===== src/rtl/instr_cache.sv =====
`default_nettype none
// ============================================================================
// Module      : instr_cache
// Description : Direct-mapped read-only instruction cache with word-by-word
//               line refill from backing memory over a req/ready handshake.
// Revision    : 1.0 - initial release
// ============================================================================
module instr_cache #(
    parameter int LINES = 16,
    parameter int WORDS = 4
) (
    input  logic        clk,
    input  logic        reset,
    input  logic [31:0] iaddr,
    output logic [31:0] data,
    output logic        stall,
    input  logic        flush,
    output logic        mem_req,
    output logic [31:0] mem_addr,
    input  logic        mem_ready,
    input  logic [31:0] mem_rdata
);

    localparam int OB = $clog2(WORDS);
    localparam int IB = $clog2(LINES);
    localparam int TW = 32 - OB - IB - 2;

    localparam logic [OB-1:0] c_cnt_one  = OB'(1);
    localparam logic [OB-1:0] c_cnt_last = OB'(WORDS - 1);

    typedef enum logic [0:0] {
        S_IDLE = 1'b0,
        S_FILL = 1'b1
    } state_t;

    state_t          r_state;
    logic [LINES-1:0] r_valid;
    logic [TW-1:0]   r_tags  [LINES];
    logic [31:0]     r_words [LINES*WORDS];
    logic [OB-1:0]   r_cnt;
    logic [IB-1:0]   r_fill_idx;
    logic [31:0]     r_base;
    logic            r_flush_pend;

    logic [TW-1:0]   w_tag;
    logic [IB-1:0]   w_index;
    logic [OB-1:0]   w_offset;
    logic            w_hit;
    logic            w_fill_beat;
    logic            w_fill_done;
    logic            w_unused;

    assign w_tag    = iaddr[31:OB+IB+2];
    assign w_index  = iaddr[OB+IB+1:OB+2];
    assign w_offset = iaddr[OB+1:2];
    assign w_unused = ^iaddr[1:0];

    assign w_hit       = (r_state == S_IDLE) && r_valid[w_index] && (r_tags[w_index] == w_tag);
    assign w_fill_beat = (r_state == S_FILL) && mem_ready;
    assign w_fill_done = w_fill_beat && (r_cnt == c_cnt_last);

    assign stall = !w_hit;
    assign data  = w_hit ? r_words[{w_index, w_offset}] : 32'h0;

    // Refill address is built from registers only so memory sees a stable request.
    assign mem_req  = (r_state == S_FILL);
    assign mem_addr = r_base | {{(30-OB){1'b0}}, r_cnt, 2'b00};

    always_ff @(posedge clk or posedge reset) begin
        if (reset) begin
            r_state      <= S_IDLE;
            r_valid      <= '0;
            r_cnt        <= '0;
            r_base       <= '0;
            r_fill_idx   <= '0;
            r_flush_pend <= 1'b0;
        end else begin
            case (r_state)
                S_IDLE: begin
                    if (flush) begin
                        r_valid <= '0;
                    end
                    if (!w_hit) begin
                        r_base     <= {iaddr[31:OB+2], {(OB+2){1'b0}}};
                        r_fill_idx <= w_index;
                        r_cnt      <= '0;
                        r_state    <= S_FILL;
                    end
                end
                S_FILL: begin
                    if (flush) begin
                        r_flush_pend <= 1'b1;
                    end
                    if (mem_ready) begin
                        r_cnt <= r_cnt + c_cnt_one;
                        if (r_cnt == c_cnt_last) begin
                            // A flush seen at any point of the fill leaves every line invalid.
                            if (r_flush_pend || flush) begin
                                r_valid <= '0;
                            end else begin
                                r_valid[r_fill_idx] <= 1'b1;
                            end
                            r_flush_pend <= 1'b0;
                            r_state      <= S_IDLE;
                        end
                    end
                end
                default: r_state <= S_IDLE;
            endcase
        end
    end

    // Tag and data storage carry no reset; validity alone qualifies their contents.
    always_ff @(posedge clk) begin
        if (w_fill_beat) begin
            r_words[{r_fill_idx, r_cnt}] <= mem_rdata;
        end
        if (w_fill_done) begin
            r_tags[r_fill_idx] <= r_base[31:OB+IB+2];
        end
    end

endmodule
`default_nettype wire

===== config.mk =====
export PLATFORM = sky130hd
export DESIGN_NAME = instr_cache
export DESIGN_NICKNAME = d
export VERILOG_FILES = /design/src/rtl/instr_cache.sv
export SDC_FILE = /design/constraint.sdc
export NUM_CORES = 2
export LEC_CHECK = 0
export ABC_AREA = 1
export ABC_CLOCK_PERIOD_IN_PS = 9200
export CORE_ASPECT_RATIO = 1.75
export CORE_UTILIZATION = 65
export CTS_CLUSTER_DIAMETER = 120
export DETAILED_ROUTE_END_ITERATION = 16
export HOLD_SLACK_MARGIN = 0.03
export PLACE_DENSITY_LB_ADDON = 0.1
export SLEW_MARGIN = 10
export SYNTH_ARGS = -nofsm -noshare
export SYNTH_HDL_FRONTEND = slang
export SYNTH_SLANG_ARGS = --single-unit

===== constraint.sdc =====
create_clock -name clk -period 9.2 [get_ports clk]
set_input_delay 1.84 -clock clk [delete_from_list [all_inputs] [get_ports clk]]
set_output_delay 1.84 -clock clk [all_outputs]
set_load 0.02 [all_outputs]

==> impl_metrics.py <==
metrics = {
    "finish": {
        "fin_nets": 7733,
        "fillers": 9781,
        "drive_gt1_share_pct": 7.41,
        "area_growth_pct": 10.0,
        "fin_cells": 9845,
    },
    "grt": {
        "grt-ovfl-total": 0,
        "antenna_found_initial": 23,
        "grt_pass1_vias": 63934,
        "track_usage_pct": 34.5,
        "grt_pass1_wl_um": 395000,
        "grt_start_max_net_pins": 227,
    },
    "drt": {
        "via_per_inst": 6.63,
        "drt_iter0_drc": 8004,
        "wl_per_cell_um": 27.2,
        "drtAntennaViolNets": 0,
        "drcViolationCount": 0,
        "drt-total-wl_um": 268000,
        "via_count": 65320,
        "drt-pass1-iter-count": 6,
    },
    "worst_hold_path": {
        "min_from": "r_valid[15]$_DFFE_PP0P_",
        "hp-class": "reg -> reg",
        "hold_end": "r_valid[15]$_DFFE_PP0P_",
        "whs_path_depth": 2,
    },
    "cts": {
        "cts_buffers": 211,
        "clock_latency_ns": 0.85,
        "cts_hold_buffers": 0,
        "path_clk_slew_ns": 0.07,
        "h-tree-depth": 4,
        "cts_setup_buffers": 0,
        "numClockSinks": 2480,
        "cts_tree": "yes",
        "root_buffer": "clkbuf_16",
        "clock_path_buffers": 4,
        "cts_resized": 0,
    },
    "worst_setup_path": {
        "crit_arrival_ns": 6.16,
        "rrSetupSlack_ns": 5.43,
        "cp-end-kind": "primary output",
        "r2r_start": "r_fill_idx[0]$_DFFE_PP0P_",
        "worstSetupPathType": "in -> out",
        "reg2reg_depth": 6,
        "rr_endpoint": "r_words[60][1]$_DFFE_PP_",
        "start_kind": "primary input",
        "required_ns": 7.36,
        "cp_max_fo": 226,
    },
    "synth": {
        "yosys-top-cells-area": "edfxtp_1 (74%), nand2_1 (5.8%), o21ai_0 (3.1%)",
        "ys_top_cells_by_count": "edfxtp_1 (2,432), nand2_1 (1,533), nor2_1 (765), o21ai_0 (609), a21oi_1 (465)",
        "yosys_warnings": 0,
        "synth-edff-count": 2432,
        "async_flop_share_pct": 1.94,
        "yosysMostFrequentCell": "edfxtp_1",
        "synth_area_um2": 99100,
        "ys_ff_latch": 2480,
        "synth_cell_type_count": 33,
        "netlist.area_leader.share_pct": 73.7,
        "synth_top_area_cell": "edfxtp_1",
        "synth_top_flop_cell": "edfxtp_1",
        "syn_avg_cell_area_um2": 12.9,
        "synthCells": 7709,
        "seq_area_frac_synth_pct": 74.9,
    },
    "power_and_ir_drop": {
        "leakage_nw": 36.8,
        "power_density_nw_per_um2": 222,
        "ir_drop_uv": 186,
    },
    "sta": {
        "finalSetupViolCount": 0,
        "worst_pin_slew_ns": 1.25,
        "clock_skew_ns": 0.0334,
        "fin_crit_ns": 8.00,
        "finalHoldViolCount": 0,
        "rsz0062_at_grt": "no",
        "fmax_ghz": 0.125,
        "finalSetupTns_ns": 0,
        "slew_viol_final": 0,
        "slew_headroom_pct": 16.5,
        "timing.final.crit_share_pct": 87.0,
    },
    "floorplan": {
        "start_util_pct": 65.5,
        "die_w_um": 297,
        "fp.dieH_um": 518,
        "core-area_um2": 151000,
        "die-area_um2": 154000,
        "row_count": 189,
        "boundaryPins": 134,
    },
    "placement": {
        "place_congestion": 0.856,
        "portBuffers": 129,
        "hpwl_um": 147000,
        "place_inst": 9456,
    },
    "job": {
        "drv_cap": 0,
    },
    "run_status": {
        "status": "completed",
    },
}
layout make-up:
type | count | area [um2] | share of cell area (%)
inverters | 195 | 773 | 0.709
well taps | 2005 | 2510 | 2.30
clock buffers | 257 | 5480 | 5.03
diodes | 8 | 20.0 | 0.0184
clock inverters | 124 | 1020 | 0.940
multi-input cells | 4483 | 22300 | 20.5
flip-flops and latches | 2480 | 74200 | 68.1
repair buffers | 293 | 2640 | 2.43
worst max-delay path by stage:
stage / start / slack [ns] / endpoint
finish: iaddr[4] / 1.20 / data[30]
global route: iaddr[4] / 1.05 / data[30]
CTS: iaddr[4] / 1.38 / data[30]
detailed placement: iaddr[4] / 1.42 / data[30]
global placement: iaddr[4] / 1.42 / data[30]
floorplan: iaddr[4] / 3.60 / data[21]
layout by cell type, fill, tap and decap left out, types with 51 or more instances in the layout:
cell / Yosys / layout
inv_1: 187 / 184
nand2_1: 1533 / 1533
a21oi_1: 465 / 465
edfxtp_1: 2432 / 2432
a221oi_1: 101 / 101
nor2_1: 765 / 701
o21ai_0: 609 / 609
nand3_1: 420 / 420
buf_4: 10 / 144
clkbuf_16: 0 / 212
nor2_4: 0 / 64
clkinv_1: 4 / 51
o211ai_1: 104 / 104
o22ai_1: 91 / 91
o221ai_1: 191 / 191
clkdlybuf4s50_1: 0 / 91
a221o_1: 102 / 102
power by group:
| group | switching (mW) | internal (mW) | leakage (nW) |
|---|---|---|---|
| clock | 3.92 | 4.69 | 3.20 |
| sequential | 0.325 | 13.0 | 22.5 |
| combinational | 1.67 | 0.557 | 11.1 |
metrics by stage:
step / instance area [um2] / util (%) / hold WS [ns] / setup slack, ns / power, mW
after floorplan: 99100 / - / 0.465 / 3.60 / 14.7
after global placement: 102000 / 67.7 / 0.482 / 1.42 / 15.7
after detailed placement: 102000 / 67.7 / 0.512 / 1.42 / 15.8
after CTS: 109000 / 72.0 / 0.522 / 1.38 / 24.2
after global routing: 109000 / 72.0 / 0.536 / 1.05 / 24.9
final: 109000 / 72.0 / 0.521 / 1.20 / 24.2
per-layer routing:
layer | vias up | GRT usage [%] | part of all wire [%] | wire, um
li1 | 28262 | - | - | -
met1 | 32342 | 42.2 | 34 | 91600
met2 | 3874 | 59.8 | 52 | 138000
met3 | 838 | 4.95 | 9.1 | 24400
met4 | 4 | 17.6 | 5.2 | 13900
met5 | - | 0 | 0.010 | 27
critical path, cell delays in order:
cell and delay (ns):
buf_8 0.26, inv_16 0.60, nand2_1 0.10, nand2_1 0.10, nand2_1 0.05, nand3_1 0.15
nand3_1 0.23, nand2_1 0.18, nand2_1 0.07, nand2_1 0.06, nand2_1 0.05, nor2_1 0.11
nand3_1 0.28, nor2_1 0.20, buf_4 0.18, inv_2 0.25, a21oi_1 0.45, clkdlybuf4s50_1 0.70
cell families (layout without fill, tap and decap cells):
kind of cell / count (synthesis) / in the layout / synth area share [%]
flip-flops: 2480 / 2480 / 74.9
AND/OR/NAND/NOR: 2769 / 2769 / 11.1
buffers and inverters: 747 / 869 / 3.12
adder cells (fa/ha/maj): 1 / 1 / 0.0126
AO/OA/AOI/OAI: 1710 / 1710 / 10.8
other: 1 / 10 / 0.00378
XOR/XNOR: 1 / 1 / 0.00884
sequential cells by signal, indices dropped and copies added (netlist names):
name / flops
mem_req: 1
r_base: 25
r_words: 2048
r_flush_pend: 1
r_tags: 384
r_valid: 16
r_cnt: 2
r_fill_idx: 3
No activity file was read; power rests on OpenSTA's default activity.
